[src/rtl/prio_arbiter.sv]
// Registered N-way arbiter: one owner at a time, held until release, owner drop or hold timeout.
// Define PRIO_ARBITER_RR_EN for round-robin selection; the default build is fixed priority (lowest index wins).
module prio_arbiter #(
  parameter int N        = 16,
  parameter int IDX_W    = 4,
  parameter int MAX_HOLD = 0,
  parameter int HOLD_W   = 8
) (
  input  logic             clk,
  input  logic             rst,
  input  logic [N-1:0]     req,
  input  logic             rel,
  output logic [N-1:0]     gnt,
  output logic [IDX_W-1:0] gnt_idx,
  output logic             gnt_vld,
  output logic             timeout
);

  typedef enum logic {
    S_IDLE = 1'b0,
    S_BUSY = 1'b1
  } state_e;

  localparam bit          TO_EN    = (MAX_HOLD > 0);
  localparam [HOLD_W-1:0] HOLD_LAST = HOLD_W'(MAX_HOLD - 1);

  state_e             state_q, state_d;
  logic [N-1:0]       gnt_q, gnt_d;
  logic [IDX_W-1:0]   gnt_idx_q, gnt_idx_d;
  logic               gnt_vld_q, gnt_vld_d;
  logic               timeout_q, timeout_d;
  logic [HOLD_W-1:0]  hold_q, hold_d;

  logic               win_found;
  logic [IDX_W-1:0]   win_idx;
  logic               owner_rel;
  logic               hold_expired;

`ifdef PRIO_ARBITER_RR_EN
  logic [IDX_W-1:0]   ptr_q, ptr_d;

  // Search begins at ptr and wraps, so the requester just served drops to lowest priority.
  always_comb begin
    int unsigned cand;
    win_found = 1'b0;
    win_idx   = '0;
    cand      = 0;
    for (int k = 0; k < N; k++) begin
      cand = int'(ptr_q) + k;
      if (cand >= N) cand = cand - N;
      if (!win_found && req[cand]) begin
        win_found = 1'b1;
        win_idx   = IDX_W'(cand);
      end
    end
  end

  always_comb begin
    ptr_d = ptr_q;
    if (state_q == S_IDLE && win_found) begin
      if (int'(win_idx) == N - 1) ptr_d = '0;
      else                        ptr_d = win_idx + 1'b1;
    end
  end

  always_ff @(posedge clk) begin
    if (rst) ptr_q <= '0;
    else     ptr_q <= ptr_d;
  end
`else
  always_comb begin
    win_found = 1'b0;
    win_idx   = '0;
    for (int k = 0; k < N; k++) begin
      if (!win_found && req[k]) begin
        win_found = 1'b1;
        win_idx   = IDX_W'(k);
      end
    end
  end
`endif

  assign owner_rel    = rel || !req[gnt_idx_q];
  assign hold_expired = TO_EN && (hold_q == HOLD_LAST);

  always_comb begin
    state_d   = state_q;
    gnt_d     = gnt_q;
    gnt_idx_d = gnt_idx_q;
    gnt_vld_d = gnt_vld_q;
    timeout_d = 1'b0;
    hold_d    = hold_q;
    unique case (state_q)
      S_IDLE: begin
        if (win_found) begin
          state_d            = S_BUSY;
          gnt_d              = '0;
          gnt_d[win_idx]     = 1'b1;
          gnt_idx_d          = win_idx;
          gnt_vld_d          = 1'b1;
          hold_d             = '0;
        end
      end
      S_BUSY: begin
        // A genuine release wins over a coincident timeout, so no pulse then.
        if (owner_rel || hold_expired) begin
          state_d   = S_IDLE;
          gnt_d     = '0;
          gnt_idx_d = '0;
          gnt_vld_d = 1'b0;
          hold_d    = '0;
          timeout_d = !owner_rel;
        end else if (hold_q != '1) begin
          hold_d = hold_q + 1'b1;
        end
      end
      default: state_d = S_IDLE;
    endcase
  end

  always_ff @(posedge clk) begin
    if (rst) begin
      state_q   <= S_IDLE;
      gnt_q     <= '0;
      gnt_idx_q <= '0;
      gnt_vld_q <= 1'b0;
      timeout_q <= 1'b0;
      hold_q    <= '0;
    end else begin
      state_q   <= state_d;
      gnt_q     <= gnt_d;
      gnt_idx_q <= gnt_idx_d;
      gnt_vld_q <= gnt_vld_d;
      timeout_q <= timeout_d;
      hold_q    <= hold_d;
    end
  end

  assign gnt     = gnt_q;
  assign gnt_idx = gnt_idx_q;
  assign gnt_vld = gnt_vld_q;
  assign timeout = timeout_q;

endmodule
[config.mk]
export PLATFORM = sky130hd
export DESIGN_NAME = prio_arbiter
export DESIGN_NICKNAME = d
export VERILOG_FILES = /design/src/rtl/prio_arbiter.sv
export SDC_FILE = /design/constraint.sdc
export NUM_CORES = 1
export LEC_CHECK = 0
export CELL_PAD_IN_SITES_DETAIL_PLACEMENT = 2
export CELL_PAD_IN_SITES_GLOBAL_PLACEMENT = 2
export CORE_MARGIN = 10
export CORE_UTILIZATION = 28
export DETAILED_ROUTE_END_ITERATION = 7
export GPL_ROUTABILITY_DRIVEN = 0
export GPL_TIMING_DRIVEN = 0
export PLACE_DENSITY_LB_ADDON = 0.25
export SLEW_MARGIN = 5
export SYNTH_ARGS = -nofsm -noshare
export SYNTH_HDL_FRONTEND = slang
export SYNTH_SLANG_ARGS = --single-unit
[constraint.sdc]
create_clock -name clk -period 5.15 [get_ports clk]
set_input_delay 0.7725 -clock clk [delete_from_list [all_inputs] [get_ports clk]]
set_output_delay 0.7725 -clock clk [all_outputs]
set_load 0.01 [all_outputs]
==> metrics <==
total gr overflow=0; site row count=23; fin. max-slew vios=0; worst-path maximum fanout=6; Synthesis Warnings=0; PD cells=approximately 210 nW/um^2; area of the die=7390 um^2; leading cell type in the layout, fill and taps excluded=clkdlybuf4s50_1; vias in the first global route=1291; Clk Latency, worst-skew pair=approximately 0.27 ns; maximum vdd drop=0.161 mV; Final setup viols=0; Routed WL=approximately 4300 um; Port Buffers=40; Pleak=0.632 nW; CP max stage delay=0.50 ns; ANT cells=0; WHS=0.483 ns; number of CTS-inserted buffers=3; Post-Syn Area per Cell=approximately 9.7 um^2; fin nets=189; Area growth syn-to-layout=42.0%; CTS Buffer Depth=2; Fin. Hold Viols=0; Arrival @ worst endpoint=3.03 ns; router iterations before antenna repair=3; die width=85.9 um; antenna violations before repair=0; internal cell power=0.000269 W; post-synth top area cell=dfxtp_1; Synth top area share=0.378; CP Cell Sequence=clkdlybuf4s50_1 -> nor4_2 -> nand3_2 -> nor3_1 -> nor2_1 -> and3_1 -> a22o_2; Cells after Synth=125; total power=0.000364 W; Antenna Violating Nets Remaining=0; worst slew pin tran=approximately 0.74 ns; layout cells sized above 1=0.172; final cycle utilization of the critical path=0.558; Final HPWL DP=3470 um; area of the mapped netlist=1220 um^2; Worst Slack Setup Final=~2.3 ns; Synth area leaders=dfxtp_1, a32o_2, a21oi_1, nor2_1, a22o_2; Period minus WS final=2.87 ns; Crit Path Class=in -> reg; Clk pin slew, worst setup/hold paths=0.09 ns; via count=1172; count of cell types in the netlist=42; clock skew=roughly 0.0077 ns; startpoint types=input pin; first-pass GRT wire length=7000 um; Core ar.=4120 um^2; die height=85.9 um; CTS Sinks=23; CP required=around 5.3 ns; Net Sw Frac=0.261; DRC viols=0; most frequent cells in the layout=clkdlybuf4s50_1, dfxtp_1, nor2_1; max-cap violations=0; TritonCTS clock tree=done; sequential share of the synthesized area=0.378; dominant synthesized flop cell=dfxtp_1; # hold bufs at CTS=0; status=finished, final reports clean; Worst setup EP type=flip-flop; Clock power frac=0.314; dpl ws=2.01 ns; WL/cell=19.4 um; post-CTS setup buffer count=0; f_max=348 MHz; total global-route track usage=0.117; largest net degree at the start of global routing=15; CTS HTree Levels=1; Worst Path Buf+Inv=1; Iter 0 DRT Violations=64; DR vias/cell=5.35; Post-Route Setup TNS=0 ns; unrepaired setup endpoints after global routing=no; Seq pwr share=0.509; syn nets=144; post-synthesis async set-or-reset flop share=0; starting density of the core=0.296; Min-Delay Path Class=reg -> reg; EDFF count, synth=0; crit path max-delay cell type=clkdlybuf4s50_1; I/O Pins=41; CP top delay family=simple AND/OR/NAND/NOR gates; combinational power share=0.177; P_sw=0.0000951 W; clk root buf=clkbuf_8; flip-flop and latch count after synthesis=23; relative slew slack=0.500; post-CTS sizing=0
[power groups by stage]
stage                     combinational (W)  sequential (W)  clock [W]
after floorplan                   0.0000277        0.000190          0
after global placement            0.0000622        0.000189          0
after detailed placement          0.0000644        0.000190          0
after CTS                         0.0000649        0.000186   0.000118
after global routing              0.0000703        0.000186   0.000127
final                             0.0000643        0.000185   0.000114
[flip-flops by register name (all words and copies together) (netlist names)]
register,cells
timeout,1
gnt_vld,1
gnt,16
gnt_idx,4
state_q,1
[synth_stat cells (all sizes together) (2+ instances only)]
cell type / n
a22o: 8
buf: 2
a211oi: 3
and3: 2
a21bo: 2
nor4: 3
o31ai: 3
nand2: 4
nand3: 2
mux4: 2
nor2: 14
or4: 2
or2: 2
a32o: 7
mux2i: 4
o21ai: 2
nand2b: 2
nor3: 4
dfxtp: 23
nand3b: 2
a21oi: 13
inv: 5
[stage by stage]
| stage | instances | cell area [um^2] | util |
|---|---|---|---|
| floorplan | 125 | 1220 | - |
| global placement | 215 | 1680 | 0.408 |
| detailed placement | 215 | 1680 | 0.408 |
| CTS | 219 | 1730 | 0.420 |
| global route | 219 | 1730 | 0.420 |
| finish | 219 | 1730 | 0.420 |
[final timing paths]
kind	start	endpoint	slack (ns)	cells past startpoint
hold / removal	gnt[9]$_SDFFE_PP0P_	gnt[9]$_SDFFE_PP0P_	0.48	1
setup / recovery	req[4]	gnt[0]$_SDFFE_PP0P_	2.28	7
setup reg to reg	gnt_idx[2]$_SDFFE_PP0P_	gnt[8]$_SDFFE_PP0P_	2.87	6
hold reg to reg	gnt[9]$_SDFFE_PP0P_	gnt[9]$_SDFFE_PP0P_	0.48	1
[final cells by class]
cell class | count | area (um^2)
Multi-Input combinational cell | 94 | 707
Buffer | 3 | 31.3
Inverter | 5 | 18.8
Clock inverter | 1 | 7.51
Fill cell | 450 | 2390
Sequential cell | 23 | 460
Tap cell | 50 | 62.6
Clock buffer | 3 | 41.3
Timing Repair Buffer | 40 | 400
[worst reg2reg max path, stage by stage (launching register included)]
cell and delay (ns):
dfxtp_1 0.49, mux4_1 0.61, or2b_1 0.27, a21boi_4 0.29
a21oi_4 0.14, buf_6 0.16, a22o_1 0.22
[per-layer routing]
layer / track usage / vias up / share of wire
met2: 0.210 / 19 / 0.52
met4: 0.0135 / 0 / 0
met1: 0.133 / 585 / 0.42
met3: 0.0426 / 0 / 0.052
met5: 0 / - / 0
li1: - / 568 / -
[cell families after synthesis]
| logic type | Yosys count | synth area share |
|---|---|---|
| and+or+nand+nor | 42 | 0.197 |
| other | 1 | 0.00308 |
| buffers and inverters | 8 | 0.0411 |
| AOI/OAI and AO/OA | 45 | 0.307 |
| muxes | 6 | 0.0730 |
| DFF | 23 | 0.378 |
Note: power is estimated with default switching activity, not from simulation.
